File: src/rtl/spi_ctrl_tx.sv
// SPI mode-0 write-only master: sends one 16-bit frame {1'b1, addr, wdata}
// MSB first per start pulse, then holds CS high for a programmable gap.
module spi_ctrl_tx #(
  parameter int CLK_DIV = 4,
  parameter int CS_GAP  = 8
) (
  input  logic       clk,
  input  logic       rst_n,
  input  logic       start,
  input  logic [6:0] addr,
  input  logic [7:0] wdata,
  output logic       sclk,
  output logic       sdo,
  output logic       cs,
  output logic       busy,
  output logic       done
);

  typedef enum logic [1:0] {IDLE, SETUP, SHIFT, GAP} state_t;

  localparam logic [7:0] DIV_LAST = 8'(CLK_DIV - 1);
  localparam logic [7:0] GAP_LAST = 8'(CS_GAP - 1);
  localparam logic [7:0] GAP_PRE  = 8'(CS_GAP - 2);
  localparam logic [4:0] BIT_LAST = 5'd15;

  state_t      state, state_nxt;
  logic [7:0]  div_cnt, div_cnt_nxt;
  logic [4:0]  bit_cnt, bit_cnt_nxt;
  // Holds the frame bits still to be sent; the write flag goes out straight
  // from the load, so only addr/wdata need storing.
  logic [14:0] shreg, shreg_nxt;
  logic        sclk_nxt, sdo_nxt, cs_nxt, busy_nxt, done_nxt;

  // State and every output register; outputs come straight from these flops.
  always_ff @(posedge clk) begin
    if (!rst_n) begin
      state   <= IDLE;
      div_cnt <= 8'd0;
      bit_cnt <= 5'd0;
      shreg   <= 15'd0;
      sclk    <= 1'b0;
      sdo     <= 1'b0;
      cs      <= 1'b1;
      busy    <= 1'b0;
      done    <= 1'b0;
    end else begin
      state   <= state_nxt;
      div_cnt <= div_cnt_nxt;
      bit_cnt <= bit_cnt_nxt;
      shreg   <= shreg_nxt;
      sclk    <= sclk_nxt;
      sdo     <= sdo_nxt;
      cs      <= cs_nxt;
      busy    <= busy_nxt;
      done    <= done_nxt;
    end
  end

  // Next-state logic; computes next values of all registered outputs.
  always_comb begin
    state_nxt   = state;
    div_cnt_nxt = div_cnt;
    bit_cnt_nxt = bit_cnt;
    shreg_nxt   = shreg;
    sclk_nxt    = sclk;
    sdo_nxt     = sdo;
    cs_nxt      = cs;
    busy_nxt    = busy;
    done_nxt    = 1'b0;

    unique case (state)
      IDLE: begin
        cs_nxt   = 1'b1;
        sclk_nxt = 1'b0;
        sdo_nxt  = 1'b0;
        busy_nxt = 1'b0;
        if (start) begin
          shreg_nxt   = {addr, wdata};
          sdo_nxt     = 1'b1;
          cs_nxt      = 1'b0;
          busy_nxt    = 1'b1;
          div_cnt_nxt = 8'd0;
          bit_cnt_nxt = 5'd0;
          state_nxt   = SETUP;
        end
      end

      SETUP: begin
        if (div_cnt == DIV_LAST) begin
          div_cnt_nxt = 8'd0;
          sclk_nxt    = 1'b1;
          state_nxt   = SHIFT;
        end else begin
          div_cnt_nxt = div_cnt + 8'd1;
        end
      end

      SHIFT: begin
        if (div_cnt != DIV_LAST) begin
          div_cnt_nxt = div_cnt + 8'd1;
        end else begin
          div_cnt_nxt = 8'd0;
          if (sclk) begin
            sclk_nxt = 1'b0;
            if (bit_cnt != BIT_LAST) begin
              sdo_nxt   = shreg[14];
              shreg_nxt = {shreg[13:0], 1'b0};
            end
          end else if (bit_cnt == BIT_LAST) begin
            cs_nxt    = 1'b1;
            sdo_nxt   = 1'b0;
            state_nxt = GAP;
          end else begin
            bit_cnt_nxt = bit_cnt + 5'd1;
            sclk_nxt    = 1'b1;
          end
        end
      end

      GAP: begin
        if (div_cnt == GAP_PRE) begin
          done_nxt = 1'b1;
        end
        if (div_cnt == GAP_LAST) begin
          div_cnt_nxt = 8'd0;
          busy_nxt    = 1'b0;
          state_nxt   = IDLE;
        end else begin
          div_cnt_nxt = div_cnt + 8'd1;
        end
      end

      default: begin
        state_nxt = IDLE;
      end
    endcase
  end

endmodule

File: config.mk
export PLATFORM = sky130hd
export DESIGN_NAME = spi_ctrl_tx
export DESIGN_NICKNAME = d
export VERILOG_FILES = /design/src/rtl/spi_ctrl_tx.sv
export SDC_FILE = /design/constraint.sdc
export NUM_CORES = 1
export LEC_CHECK = 0
export CAP_MARGIN = 15
export CORE_AREA = 2 2 62 64
export CTS_CLUSTER_DIAMETER = 100
export DETAILED_ROUTE_END_ITERATION = 6
export DIE_AREA = 0 0 64 66
export GPL_TIMING_DRIVEN = 0
export PLACE_DENSITY_LB_ADDON = 0.25
export RECOVER_POWER = 100
export SLEW_MARGIN = 25
export SYNTH_ARGS = -nofsm -noshare
export SYNTH_HDL_FRONTEND = slang
export SYNTH_SLANG_ARGS = --single-unit
File: constraint.sdc
create_clock -name clk -period 3.1 [get_ports clk]
set_input_delay 0.93 -clock clk [delete_from_list [all_inputs] [get_ports clk]]
set_output_delay 0.93 -clock clk [all_outputs]
set_load 0.02 [all_outputs]
==> flow_summary.rst, run 1 <==
.. list-table::
   :header-rows: 1

   * - Metric
     - Value
   * - Status
     - finished, final reports clean
   * - DRT iter0 DRCs
     - 140
   * - GR Util All Layers
     - 0.225
   * - Number of register bits inferred by synthesis
     - 35
   * - Slew at the pin closest to its max-slew limit
     - roughly 640 ps
   * - WS Path Type
     - primary input to register
   * - Clock Power Share
     - 0.133
   * - Warnings from Yosys
     - 0
   * - Register share of total power
     - 0.349
   * - Wire per inst
     - roughly 14 um
   * - Layout net count
     - 285
   * - Worst relative slew slack
     - 0.575
   * - Worst-path clk slew
     - about 110 ps
   * - Maximum frequency from static timing analysis
     - 385 MHz
   * - Insertion delay of the later-clocked pin in the worst-skew pair
     - 350 ps
   * - Placed instance area
     - about 2300 um^2
   * - Pins Over Slew Limit
     - 0
   * - Total power consumption of the routed design
     - 0.00188 W
   * - Mean number of vias per cell
     - 5.96
   * - Net count after synthesis
     - 256
   * - Cell Pwr Density
     - roughly 800 nW/um^2
   * - Mapped Cells
     - ~230
   * - Relative contribution of combinational cells to total power
     - 0.517
   * - Root buf cell
     - clkbuf_4
   * - Final Hold Violating Endpoints
     - 0
   * - Final worst-path setup slack
     - between 500 and 600 ps
   * - Largest buffer count on any clock path
     - 2
   * - Number of H-tree levels
     - 2
   * - Post-cts repair resize count
     - 0
   * - Final Cell Area
     - 2390 um^2
   * - Commonest non-fill, non-tap cell in the layout
     - dfxtp_1
   * - Core area
     - 3550 um^2
   * - Clock tree from TritonCTS
     - built
   * - Via count of the first global-routing pass
     - 1706
   * - Global-route congestion overflow total
     - 0
   * - Avg Cell Area, Syn
     - 9.02 um^2
   * - Largest net degree at the start of global routing
     - 11
   * - Proportion of layout cells with a drive suffix above 1
     - 0.0849
   * - Initial core utilization
     - 0.581
   * - Sink Count
     - 35
   * - WP data required
     - ~3400 ps
   * - Die Ht
     - 66 um
   * - Cell internal power dissipation
     - 0.00111 W
   * - Max-Cap Viols
     - 0
   * - Fin Clk Skew
     - ~16 ps
   * - Net switching component of the power
     - 0.000774 W
   * - Path category of the worst min-delay check
     - register to register
   * - Fraction of registers with async set or reset after synthesis
     - 0
   * - Global-route wire length before repair
     - 7.56 mm
   * - Number of synthesized flops with an enable pin
     - 0
   * - Global placement routability congestion
     - approximately 0.85
   * - Post-synth top flop
     - dfxtp_1
   * - VDD IR-drop max
     - 0.494 mV
   * - Data arrival at the endpoint of the critical path
     - 2880 ps
   * - Final TNS setup
     - 0 ps
   * - Part of the Yosys area used for sequential elements
     - 0.339
   * - Hold Buf Count CTS
     - 0
   * - Unrepaired setup endpoints after global routing
     - false
   * - Number of antenna violations at the first check in global routing
     - 0
   * - Synthesis-to-finish area growth
     - 16.0%
   * - Switch share
     - 0.412
   * - Post-synth design cell area
     - about 2100 um^2
   * - Post-route fraction of the period consumed by the critical path
     - 0.837
   * - Hpwl dp
     - 3.20 mm
   * - CP Max Fanout
     - 10
   * - Total instance count after detailed placement
     - 299
   * - Count of unresolved DRC violations after routing
     - 0
   * - Remaining antenna violation count after routing
     - 0
   * - First-pass iteration count of the detailed router
     - 4
   * - Leakage Power
     - 1.01 nW
   * - Top-Level Pins
     - 23
   * - Number of buffers created by CTS
     - 5
   * - Critical path startpoint category
     - primary input
   * - Worst Setup End Kind
     - register
   * - Horiz. Die Dim
     - about 64 um
   * - Number of cells in the finished layout apart from fillers
     - 307
   * - Antenna diodes
     - 0
   * - Final wirelength
     - 4.43 mm
   * - Number of different library cells in the post-synthesis netlist
     - 44
   * - Std-Cell Rows
     - 22
   * - Highest-count cells in the layout ignoring fill and taps
     - dfxtp_1, nand3_1, nand2_1, mux2i_1, clkdlybuf4s50_1
   * - Die area
     - 4220 um^2
   * - Worst slack at placement
     - 234 ps
   * - Final worst path period need
     - 2600 ps
   * - Routed via count
     - between 1500 and 2000
   * - Final setup violation count
     - 0
   * - Input/output buffers
     - 22
   * - Post-CTS setup buffer count
     - 0
[cell usage after synthesis (all sizes together), types with 2 or more instances]
cell type  instances  area, um^2
a31oi              2        18.8
nor4b              2        47.6
nand4b             2        17.5
a21boi             5        37.5
clkbuf             8        30.0
nand4              9        62.6
inv                7        26.3
nand2             21        78.8
ha                 9         113
nand2b             3        18.8
dfxtp             35         701
o21ai              6        30.0
mux2i             19         190
nand3             23         115
a22o               2        17.5
o211a             14         140
and3               3        18.8
and2               5        33.8
nor2b              9        56.3
a41o               3        31.3
nor3               6        35.0
buf                7        56.3
o211ai             8        60.1
nor2               9        33.8
o21a               2        15.0
[stage by stage]
stage	hold slack [ps]	util
2_1_floorplan	435	-
3_3_place_gp	445	0.660
3_5_place_dp	461	0.660
4_1_cts	477	0.674
5_1_grt	518	0.674
6_report	470	0.674
[metal layers]
metal  global-route usage  share of wire  vias to the layer above
met5                    0              0                        -
met4               0.0978          0.026                        0
met3               0.0528          0.041                       17
met2                0.387           0.48                       45
met1                0.266           0.45                      864
li1                     -              -                      903
[logic make-up after synthesis]
group           after synthesis  share of synthesized area
fa+ha+maj                     9                     0.0545
mux                          19                     0.0921
xor+xnor                      1                    0.00424
buf+inv                      22                     0.0545
simple gates                 97                      0.268
compound gates               46                      0.187
flops                        35                      0.339
[layout make-up]
cell class | count | area (um^2)
repair buffers | 22 | 220
fillers | 307 | 1160
clock buffers | 7 | 45.0
plain buffers | 15 | 86.3
well taps | 48 | 60.1
inverters | 7 | 26.3
flip-flops and latches | 35 | 701
clock inverters | 1 | 5.00
multi-input cells | 172 | 1250
[state kept, by name, indices dropped and copies added (netlist names)]
name	cells
bit_cnt	5
busy	1
cs	1
div_cnt	8
done	1
sclk	1
sdo	1
shreg	15
state	2
[power groups by stage]
| stage | Clock (W) | Combinational [W] | Sequential (W) |
|---|---|---|---|
| 2_1_floorplan | 0 | 0.000737 | 0.000671 |
| 3_3_place_gp | 0 | 0.000954 | 0.000663 |
| 3_5_place_dp | 0 | 0.000971 | 0.000668 |
| 4_1_cts | 0.000254 | 0.000974 | 0.000658 |
| 5_1_grt | 0.000270 | 0.00106 | 0.000675 |
| 6_report | 0.000250 | 0.000973 | 0.000657 |
[critical path, stage by stage]
cell           delay [ps]
dlygate4sd3_1         620
nand2b_1              130
clkbuf_1              380
o211ai_1              170
o21ai_1               420
mux2i_1               230
[worst paths after layout]
check	slack, ps	endpoint	startpoint	cells after the start
setup reg to reg	970	bit_cnt[4]	state[0]	7
hold / removal	470	bit_cnt[4]	bit_cnt[4]	2
setup / recovery	500	bit_cnt[4]	start	6
hold reg to reg	470	bit_cnt[4]	bit_cnt[4]	2
No activity file was read; power rests on OpenSTA's default activity.
==> run 2, diff against run 1 <==
CORE_AREA = 2 2 68 70   (was 2 2 62 64)
DIE_AREA = 0 0 70 72   (was 0 0 64 66)
clock period = 2.35 ns   (was 3.1 ns; I/O delays follow)
==> run 2 against run 1 <==
Effect of this change: clock skew is 7.5 ps lower; global-route usage decreased by 3.9 points; clock power increased to 2.7 times the previous value; final area increased by 3.9%; critical path depth is 5 lower; highest routed layer unchanged; first-iteration DRC count is 44% lower.
==> flow_summary.rst, run 2 (same netlist as run 1, synthesis figures left out) <==
.. list-table::
   :header-rows: 1

   * - Metric
     - Value
   * - Largest stage delay on the critical path
     - 720 ps (was 620 ps)
   * - Hold wc startpoint
     - bit_cnt[4] (unchanged)
   * - Die Ht
     - 72 um (was 66 um)
   * - Sequential standard cell area
     - 701 um^2 (unchanged)
   * - Path category of the worst min-delay check
     - register to register (unchanged)
   * - First-pass iteration count of the detailed router
     - 4 (unchanged)
   * - WS Path Type
     - register to primary output (was primary input to register)
   * - Sink Count
     - 35 (unchanged)
   * - Multi-input gate area
     - 1250 um^2 (about the same)
   * - Layout net count
     - 285 (unchanged)
   * - Max-Cap Viols
     - 0 (unchanged)
   * - Critical path's slowest cell
     - dlygate4sd3_1 (unchanged)
   * - Worst-path clk slew
     - 80 ps (was 110 ps)
   * - Routed via count
     - 1740 (was 1829)
   * - Fin util
     - 0.584 (was 0.674)
   * - Worst Setup End Kind
     - primary output (was register)
   * - DRT iter0 DRCs
     - 78 (was 140)
   * - Worst slack at placement
     - -283 ps (was 234 ps)
   * - Count of unresolved DRC violations after routing
     - 0 (unchanged)
   * - Largest net degree at the start of global routing
     - 13 (was 11)
   * - Worst Hold Endpoint
     - bit_cnt[4] (unchanged)
   * - Final worst path period need
     - between 2000 and 2500 ps
   * - Fin Clk Skew
     - 8.42 ps (was 15.9 ps)
   * - Pins Over Slew Limit
     - 0 (unchanged)
   * - Hpwl dp
     - 3.16 mm (was 3.20 mm)
   * - Final worst-path setup slack
     - 139 ps (was 504 ps)
   * - Mean number of vias per cell
     - 5.59 (was 5.96)
   * - Synthesis-to-finish area growth
     - 20.5% (was 16.0%)
   * - Maximum frequency from static timing analysis
     - 452 MHz
   * - Post-CTS setup buffer count
     - 0 (unchanged)
   * - Via count of the first global-routing pass
     - 1627 (was 1706)
   * - Cell Pwr Density
     - 1130 nW/um^2 (was 785 nW/um^2)
   * - VDD IR-drop max
     - 0.632 mV (was 0.494 mV)
   * - Highest-count cells in the layout ignoring fill and taps
     - dfxtp_1, nand3_1, nand2_1, mux2i_1, clkdlybuf4s50_1 (unchanged)
   * - CP Max Fanout
     - 8 (was 10)
   * - Reg2Reg Depth
     - 8 (was 7)
   * - Family with the most delay on the worst path
     - buffers and inverters (unchanged)
   * - Hold WS
     - 468 ps (was 470 ps)
   * - Sequence of cells on the critical path
     - dlygate4sd3_1 (was dlygate4sd3_1 -> nand2b_1 -> clkbuf_1 -> o211ai_1 -> o21ai_1 -> mux2i_1)
   * - Cell depth of the worst setup path
     - 1 (was 6)
   * - Global placement routability congestion
     - 0.780 (was 0.850)
   * - Remaining antenna violation count after routing
     - 0 (unchanged)
   * - Number of buffers created by CTS
     - 5 (unchanged)
   * - Number of cells in the finished layout apart from fillers
     - 311 (was 307)
   * - Number of flip-flops under the largest register name
     - 15 (unchanged)
   * - Antenna diodes
     - 0 (unchanged)
   * - Final wirelength
     - 4.37 mm (was 4.43 mm)
   * - Reg2Reg Launch Point
     - state[0] (unchanged)
   * - Core area
     - 4260 um^2 (was 3550 um^2)
   * - # fillers
     - 399 (was 307)
   * - Reg2Reg Setup Slack
     - 150 ps (was 970 ps)
   * - WP data required
     - 1640 ps (was 3380 ps)
   * - Largest registers in the final layout
     - shreg x15, div_cnt x8, bit_cnt x5 (unchanged)
   * - Initial core utilization
     - 0.484 (was 0.581)
   * - Proportion of layout cells with a drive suffix above 1
     - 0.0927 (was 0.0849)
   * - Critical path startpoint category
     - register (was primary input)
   * - Final setup violation count
     - 0 (unchanged)
   * - Data arrival at the endpoint of the critical path
     - 1510 ps (was 2880 ps)
   * - Global-route wire length before repair
     - 7.44 mm (was 7.56 mm)
   * - Post-route fraction of the period consumed by the critical path
     - 0.941
   * - Worst flop-to-flop path endpoint
     - shreg[8] (was bit_cnt[4])
   * - Top-Level Pins
     - 23 (unchanged)
   * - Number of antenna violations at the first check in global routing
     - 0 (unchanged)
   * - Std-Cell Rows
     - 24 (was 22)
   * - Clock tree from TritonCTS
     - built (unchanged)
   * - Count of cells along the worst hold path
     - 2 (unchanged)
   * - Final Hold Violating Endpoints
     - 0 (unchanged)
   * - Insertion delay of the later-clocked pin in the worst-skew pair
     - 300 ps (was 350 ps)
   * - GR Util All Layers
     - 0.186 (was 0.225)
   * - Number of H-tree levels
     - 2 (unchanged)
   * - Die area
     - 5040 um^2 (was 4220 um^2)
   * - Status
     - finished, final reports clean (unchanged)
   * - Global-route congestion overflow total
     - 0 (unchanged)
   * - Input/output buffers
     - 22 (unchanged)
   * - Most flops, register
     - shreg (unchanged)
   * - Largest buffer count on any clock path
     - 2 (unchanged)
   * - Leakage Power
     - 1.05 nW (was 1.01 nW)
   * - Horiz. Die Dim
     - 70 um (was 64 um)
   * - Total instance count after detailed placement
     - 303 (was 299)
   * - Total buffers and inverters traversed by the critical path
     - 1 (was 2)
   * - Unrepaired setup endpoints after global routing
     - false (unchanged)
   * - Commonest non-fill, non-tap cell in the layout
     - dfxtp_1 (unchanged)
   * - Wire per inst
     - 14.0 um (was 14.4 um)
   * - Worst relative slew slack
     - 0.604 (was 0.575)
   * - Slew at the pin closest to its max-slew limit
     - 594 ps (was 638 ps)
   * - Root buf cell
     - clkbuf_8 (was clkbuf_4)
-- run 2: cell types whose count changed in the layout (fill, tap and decap cells not counted), moves of 2 or more --
cell,delta
clkbuf_1,-2
clkbuf_4,-5
clkbuf_8,+5
bufinv_16,+2
-- run 2: per-stage QoR --
step | TNS [ps] | total power, W | area, um^2
floorplan | 0 | 0.00186 | 2060
global placement | -2390 | 0.00215 | 2350
detailed placement | -2910 | 0.00217 | 2350
CTS | 0 | 0.00284 | 2490
global route | 0 | 0.00299 | 2490
finish | 0 | 0.00282 | 2490
-- run 2: routing by layer --
| layer | part of all wire | up-vias | track usage |
|---|---|---|---|
| met4 | 0.016 | 0 | 0.0705 |
| li1 | - | 897 | - |
| met5 | 0 | - | 0 |
| met1 | 0.49 | 811 | 0.239 |
| met2 | 0.46 | 26 | 0.306 |
| met3 | 0.033 | 6 | 0.0458 |
-- run 2: worst max-delay path by stage --
stage	start	end	slack [ps]
after detailed placement	start	bit_cnt[2]	-280
after global placement	start	bit_cnt[4]	-250
after floorplan	bit_cnt[0]	shreg[14]	530
final	sclk	sclk	140
after global routing	start	shreg[6]	10
after CTS	start	bit_cnt[4]	60
-- run 2: power by group --
group          total, W  switching, W  leakage (nW)  internal [W]
Clock          0.000666      0.000242        0.0644      0.000423
Sequential     0.000873      0.000105         0.287      0.000768
Combinational   0.00128      0.000706         0.700      0.000572
Total           0.00282       0.00105          1.05       0.00176
-- run 2: repair_timing --
action | CTS | global route
resized for setup | 0 | 1
endpoints found under the setup margin | 0 | 4
hold buffers | 0 | 0
-- run 2: tightest hold or removal path, delay by kind of cell, from the launching register on --
kind / cells / cell delay, ps
flip-flops: 1 / 320
multiplexers: 1 / 50
AND/OR/NAND/NOR: 1 / 50
-- run 2: final cells by class --
class                   count  share of cell area
plain buffers              15              0.0347
clock buffers               5              0.0277
clock inverters             3              0.0271
inverters                   7              0.0106
multi-input cells         172               0.504
flip-flops and latches     35               0.282
well taps                  52              0.0261
repair buffers             22              0.0885
